<file path="src/rtl/caixa_pkg.sv">
// Shared types and helpers for the tank-level controller: FSM state encoding,
// thermometer-code validity and level decode, and width helpers.
package caixa_pkg;

  typedef enum logic [1:0] {
    OCIOSO   = 2'd0,
    ENCHENDO = 2'd1,
    FALHA    = 2'd2
  } estado_t;

  // Helpers take a fixed-width vector; callers zero-extend their sensor bus.
  localparam int MAX_SENSORES = 32;

  function automatic int largura_nivel(input int n);
    return $clog2(n + 1);
  endfunction

  // Width of a counter that must hold values 0..n-1.
  function automatic int largura_cont(input int n);
    return (n < 2) ? 1 : $clog2(n);
  endfunction

  // Valid when no set bit sits above a cleared one within the low n bits.
  function automatic logic eh_termometro(input logic [MAX_SENSORES-1:0] v, input int n);
    logic zero_visto;
    logic ok;
    zero_visto = 1'b0;
    ok         = 1'b1;
    for (int i = 0; i < MAX_SENSORES; i++) begin
      if (i < n) begin
        if (!v[i]) zero_visto = 1'b1;
        else if (zero_visto) ok = 1'b0;
      end
    end
    return ok;
  endfunction

  // Number of consecutive ones counted up from bit 0.
  function automatic int nivel_termometro(input logic [MAX_SENSORES-1:0] v, input int n);
    int  nivel;
    logic continua;
    nivel    = 0;
    continua = 1'b1;
    for (int i = 0; i < MAX_SENSORES; i++) begin
      if (i < n) begin
        if (continua && v[i]) nivel = i + 1;
        else continua = 1'b0;
      end
    end
    return nivel;
  endfunction

endpackage

</file>
<file path="src/rtl/sensor_debounce.sv">
// One-bit debouncer: the output follows the raw input only after
// DEBOUNCE_CICLOS consecutive mismatching samples.
module sensor_debounce
  import caixa_pkg::*;
#(
  parameter int DEBOUNCE_CICLOS = 4
) (
  input  logic Clk,
  input  logic Rst_n,
  input  logic bruto,
  output logic deb
);

  localparam int CW = largura_cont(DEBOUNCE_CICLOS);

  logic [CW-1:0] cnt;

  always_ff @(posedge Clk or negedge Rst_n) begin
    if (!Rst_n) begin
      deb <= 1'b0;
      cnt <= '0;
    end else if (bruto != deb) begin
      if (cnt == CW'(DEBOUNCE_CICLOS - 1)) begin
        deb <= bruto;
        cnt <= '0;
      end else begin
        cnt <= cnt + 1'b1;
      end
    end else begin
      cnt <= '0;
    end
  end

endmodule

</file>
<file path="src/rtl/caixa_nivel_ctrl.sv">
// Tank-level controller: debounced level sensors, consistency check, latched
// measurement error, and the inlet-valve fill FSM with a no-progress timeout.
module caixa_nivel_ctrl
  import caixa_pkg::*;
#(
  parameter int N_SENSORES      = 3,
  parameter int DEBOUNCE_CICLOS = 4,
  parameter int NIVEL_LIGA      = 1,
  parameter int TIMEOUT_ENCHER  = 1024
) (
  input  logic                              Clk,
  input  logic                              Rst_n,
  input  logic [N_SENSORES-1:0]             Sensores,
  input  logic                              Ack_Erro,
  output logic [$clog2(N_SENSORES+1)-1:0]   Nivel,
  output logic                              ErroMedida,
  output logic                              VEntrada,
  output logic                              Alarme,
  output logic [1:0]                        Estado
);

  // state    | meaning
  // OCIOSO   | valve closed, waiting for level to drop below NIVEL_LIGA
  // ENCHENDO | valve open, watching for level progress or a full tank
  // FALHA    | alarm; waits for operator ack with a consistent sensor vector

  localparam int NW = largura_nivel(N_SENSORES);
  localparam int TW = largura_cont(TIMEOUT_ENCHER);

  logic [N_SENSORES-1:0] deb;
  logic [NW-1:0]         nivel;
  logic [NW-1:0]         nivel_ant;
  logic                  invalido;
  logic                  erro, erro_prox;
  estado_t               estado, estado_prox;
  logic [TW-1:0]         cnt_to, cnt_to_prox;

  for (genvar g = 0; g < N_SENSORES; g++) begin : g_deb
    sensor_debounce #(
      .DEBOUNCE_CICLOS(DEBOUNCE_CICLOS)
    ) u_deb (
      .Clk   (Clk),
      .Rst_n (Rst_n),
      .bruto (Sensores[g]),
      .deb   (deb[g])
    );
  end

  assign invalido = !eh_termometro(MAX_SENSORES'(deb), N_SENSORES);
  assign nivel    = NW'(nivel_termometro(MAX_SENSORES'(deb), N_SENSORES));

  always_ff @(posedge Clk or negedge Rst_n) begin
    if (!Rst_n) begin
      estado    <= OCIOSO;
      cnt_to    <= '0;
      nivel_ant <= '0;
      erro      <= 1'b0;
    end else begin
      estado    <= estado_prox;
      cnt_to    <= cnt_to_prox;
      nivel_ant <= nivel;
      erro      <= erro_prox;
    end
  end

  always_comb begin
    estado_prox = estado;
    cnt_to_prox = '0;
    erro_prox   = erro;

    // An invalid vector sets the latch even when ack is present.
    if (invalido)      erro_prox = 1'b1;
    else if (Ack_Erro) erro_prox = 1'b0;

    case (estado)
      OCIOSO: begin
        if (nivel < NW'(NIVEL_LIGA)) estado_prox = ENCHENDO;
      end
      ENCHENDO: begin
        if (nivel == NW'(N_SENSORES)) begin
          estado_prox = OCIOSO;
        end else if (nivel > nivel_ant) begin
          cnt_to_prox = '0;
        end else if (cnt_to == TW'(TIMEOUT_ENCHER - 1)) begin
          estado_prox = FALHA;
        end else begin
          cnt_to_prox = cnt_to + 1'b1;
        end
      end
      FALHA: begin
        if (Ack_Erro && !invalido) estado_prox = OCIOSO;
      end
      default: estado_prox = OCIOSO;
    endcase

    if (invalido) begin
      estado_prox = FALHA;
      cnt_to_prox = '0;
    end
  end

  assign Nivel      = nivel;
  assign ErroMedida = erro;
  assign Estado     = estado;
  assign VEntrada   = (estado == ENCHENDO);
  assign Alarme     = (estado == FALHA);

endmodule

</file>
<file path="config.mk">
export PLATFORM = sky130hd
export DESIGN_NAME = caixa_nivel_ctrl
export DESIGN_NICKNAME = d
export VERILOG_FILES = /design/src/rtl/caixa_pkg.sv /design/src/rtl/sensor_debounce.sv /design/src/rtl/caixa_nivel_ctrl.sv
export SDC_FILE = /design/constraint.sdc
export NUM_CORES = 1
export LEC_CHECK = 0
export CORE_UTILIZATION = 50
export DETAILED_ROUTE_END_ITERATION = 12
export PLACE_DENSITY_LB_ADDON = 0.15
export SLEW_MARGIN = 0
export SYNTH_ARGS = -nofsm -noshare
export SYNTH_HDL_FRONTEND = slang
export SYNTH_HIERARCHICAL = 1
export SYNTH_SLANG_ARGS = --single-unit
</file>
<file path="constraint.sdc">
create_clock -name Clk -period 4.2 [get_ports Clk]
set_input_delay 0.42 -clock Clk [delete_from_list [all_inputs] [get_ports Clk]]
set_output_delay 0.42 -clock Clk [all_outputs]
set_load 0.01 [all_outputs]
</file>
==> results.md <==
- Total negative slack: 0 ns
- Number of remaining DRC errors: 0
- Share of the synthesized area in the top cell type: 53.4%
- WL met1: 836 um
- Die W: 49.4 um
- WL final: 1740 um
- Post-cts sizing count: 0
- CTS Hold Bufs: 0
- TritonCTS buffer count: 3
- Max layer used: met4
- Leak: 0.583 nW
- Pwr Total: about 770 uW
- Sequential area share after synthesis: between 50 and 60%
- Synthesized area per cell: 12.2 um2
- Syn_nets: between 100 and 150
- Number of global-route vias before repair: 739
- Nets@finish: between 100 and 150
- Global-route wire length before repair: 3170 um
- Tot GR Track Use: 17.3%
- Startpoint Class: flip-flop
- Fmax: 477 MHz
- Clock power share: between 10% and 20%
- Starting Density: 55.1%
- Ratio of cells with drive above 1 in the final layout: 13.9%
- Gate Count Post-Synth: ~90
- Req. time, crit path: ~3.8 ns
- CTS sink count: 24
- TritonRoute pass-1 iters: 4
- CP endpoint kind: output port
- Crit-path max FO: 6
- Vias: 697
- #FFs+latches synth: 24
- Final antenna-violating net count: 0
- Area used by multi-input combinational logic: 509 um2
- Synthesized area: approximately 1100 um2
- CTS clock-pin slew for the worst setup and hold paths: 0.12 ns
- Vias per cell: around 5.2
- Core area: between 2000 and 2500 um2
- Actual slew at the worst max-slew pin: 1.02 ns
- Net switching power: roughly 270 uW
- Count of final setup violators: 0
- Max Cap Viol: 0
- Worst Path Arrival: around 1.7 ns
- Clk_lat worst skew: around 0.31 ns
- Worst reg-to-reg setup slack: about 2.4 ns
- Synth warnings: 6
- Internal power: 506 uW
- Post-Route Skew: 0.00127 ns
- Critical Path Start: g_deb[1].u_deb/deb
- Switching part of the total: 34.7%
- Fill count: ~180
- Crit Path Class: reg -> out
- FF-to-FF Start: g_deb[1].u_deb/deb
- Routed length on met3: 47 um
- Hold path depth: 1
- Final Non-Filler Cells: around 140
- Status: completed
- Maximum buffer depth of the clock tree: 2
- Root buffer cell: clkbuf_4
- DR iter-0 viols: 4
- Worst r2r dst: cnt_to[9]
- Grt ovf: 0
- Hold Path Sink: g_deb[1].u_deb/cnt[0]
- Placed cells: 131
- FF+latch area: approximately 600 um2
- Post-synth top flop: dfrtp_1
- HP Start: g_deb[1].u_deb/cnt[0]
- PwrDens: 589 nW/um2
- Placer congestion estimate: 0.752
- VDD IR-drop max: around 0.41 mV
- Yosys top cell by area: dfrtp_1
- Hpwl dp: 1290 um
- # H-tree levels: 1
- Post-synth top cells: 24 x dfrtp_1, 9 x nor2_1, 6 x xor2_1
- Fin crit share: 49.9%
- Die Ht: 49.4 um
- Die area: 2440 um2
- Post-CTS setup buffer count: 0
- Routed len/inst: roughly 13 um
- PortBufs: 12
- Initial antenna violation count: 0
- CTS tree: built
- WL met2: 824 um
- HP Class: reg -> reg
- Area delta synth->final: 16.9%
- RSZ-0062 raised after global routing: no
- Seq pwr share: 44.4%
- Post-synth cell types: 28
- Worst slew margin: 31.9%
- Tmin final: 2.10 ns
- Standard-cell rows: 16
- R2R depth: 7
- Gate power share: 40.2%
- Final count of pins violating max slew: 0
- Share of flip-flops with an asynchronous set or reset: 100%
- Hold slack: 0.460 ns
- # IOs: 13
- Top area cells in the synthesized netlist: dfrtp_1 53%, ha_1 5.6%, xor2_1 4.7%
- Largest net degree at the start of global routing: 25
- Number of enable flip-flop cells after synthesis: 0
- Final Hold Vio Count: 0
- Count leader, synth: dfrtp_1
- Inserted Diodes: 0
-- sequential cells by signal (all words and copies together), names as in the netlist --
register,cells
ErroMedida,1
Estado,2
cnt_to,10
g_deb.u_deb/cnt,6
g_deb.u_deb/deb,3
nivel_ant,2
-- metrics by stage --
step | cell area [um2] | util, % | worst slack, ns
after floorplan | 1120 | - | 2.60
after global placement | 1280 | 62.6 | 2.48
after detailed placement | 1280 | 62.6 | 2.41
after CTS | 1320 | 64.4 | 2.10
after global routing | 1320 | 64.4 | 2.00
final | 1320 | 64.4 | 2.10
-- cell usage in the layout (no fill, tap or decap) --
| cell | Yosys | final |
|---|---|---|
| a21oi_1 | 1 | 1 |
| a21oi_4 | 1 | 1 |
| a32oi_1 | 1 | 1 |
| and2_1 | 1 | 1 |
| and2b_1 | 1 | 1 |
| and3_1 | 1 | 1 |
| and4_1 | 3 | 3 |
| clkbuf_4 | 0 | 3 |
| clkbuf_8 | 0 | 1 |
| clkdlybuf4s50_1 | 0 | 12 |
| dfrtp_1 | 24 | 24 |
| ha_1 | 5 | 5 |
| inv_1 | 4 | 4 |
| mux2_2 | 3 | 3 |
| nand2_1 | 2 | 2 |
| nand2b_1 | 1 | 1 |
| nand2b_4 | 1 | 1 |
| nand3_1 | 4 | 4 |
| nand3_4 | 1 | 1 |
| nand4_1 | 2 | 2 |
| nor2_1 | 9 | 9 |
| nor2_8 | 1 | 1 |
| nor2b_1 | 5 | 5 |
| nor3_1 | 1 | 1 |
| nor3_2 | 3 | 3 |
| o21ai_0 | 3 | 3 |
| o2bb2ai_1 | 1 | 1 |
| or3b_4 | 1 | 1 |
| or4_1 | 1 | 1 |
| xnor2_1 | 5 | 5 |
| xor2_1 | 6 | 6 |
-- layout make-up --
| cell class | instances | share of cell area (%) |
|---|---|---|
| sequential | 24 | 45.7 |
| multi-input combinational | 64 | 38.7 |
| timing repair buffer | 12 | 9.13 |
| clock buffer | 4 | 2.76 |
| tap | 27 | 2.57 |
| inverter | 4 | 1.14 |
-- critical path, cell delays in order (launching register included) --
cell             delay, ns
dfrtp_1               0.44
inv_1                 0.07
o21ai_0               0.26
inv_1                 0.10
clkdlybuf4s50_1       0.49
-- how the worst max path moves through the flow --
stage	to	slack (ns)	cells after the start
global route	Nivel[0]	2.00	4
CTS	Nivel[0]	2.10	4
detailed placement	cnt_to[9]	2.41	7
floorplan	cnt_to[2]	2.60	7
finish	Nivel[0]	2.10	4
global placement	g_deb[0].u_deb/cnt[0]	2.48	1
-- kinds of logic (layout without fill, tap and decap cells) --
family	count (synthesis)	in the layout	synth area share [%]
AO/OA/AOI/OAI	7	7	4.78
XOR/XNOR	11	11	8.56
adder cells (fa/ha/maj)	5	5	5.56
buffers and inverters	4	20	1.33
flip-flops	24	24	53.4
multiplexers	3	3	3.00
AND/OR/NAND/NOR	38	38	23.4
-- power groups by stage --
stage | registers, mW | logic, mW | clock network, mW
3_3_place_gp | 0.348 | 0.302 | 0
4_1_cts | 0.345 | 0.317 | 0.125
5_1_grt | 0.353 | 0.349 | 0.131
6_report | 0.344 | 0.312 | 0.119
3_5_place_dp | 0.350 | 0.313 | 0
2_1_floorplan | 0.345 | 0.200 | 0
-- metal layers --
metal  global-route usage (%)  up-vias
met5                        0        -
met4                     8.57        0
met3                     1.87        4
met2                     27.9       11
met1                     23.2      336
li1                         -      346
No activity file was read; power rests on OpenSTA's default activity.
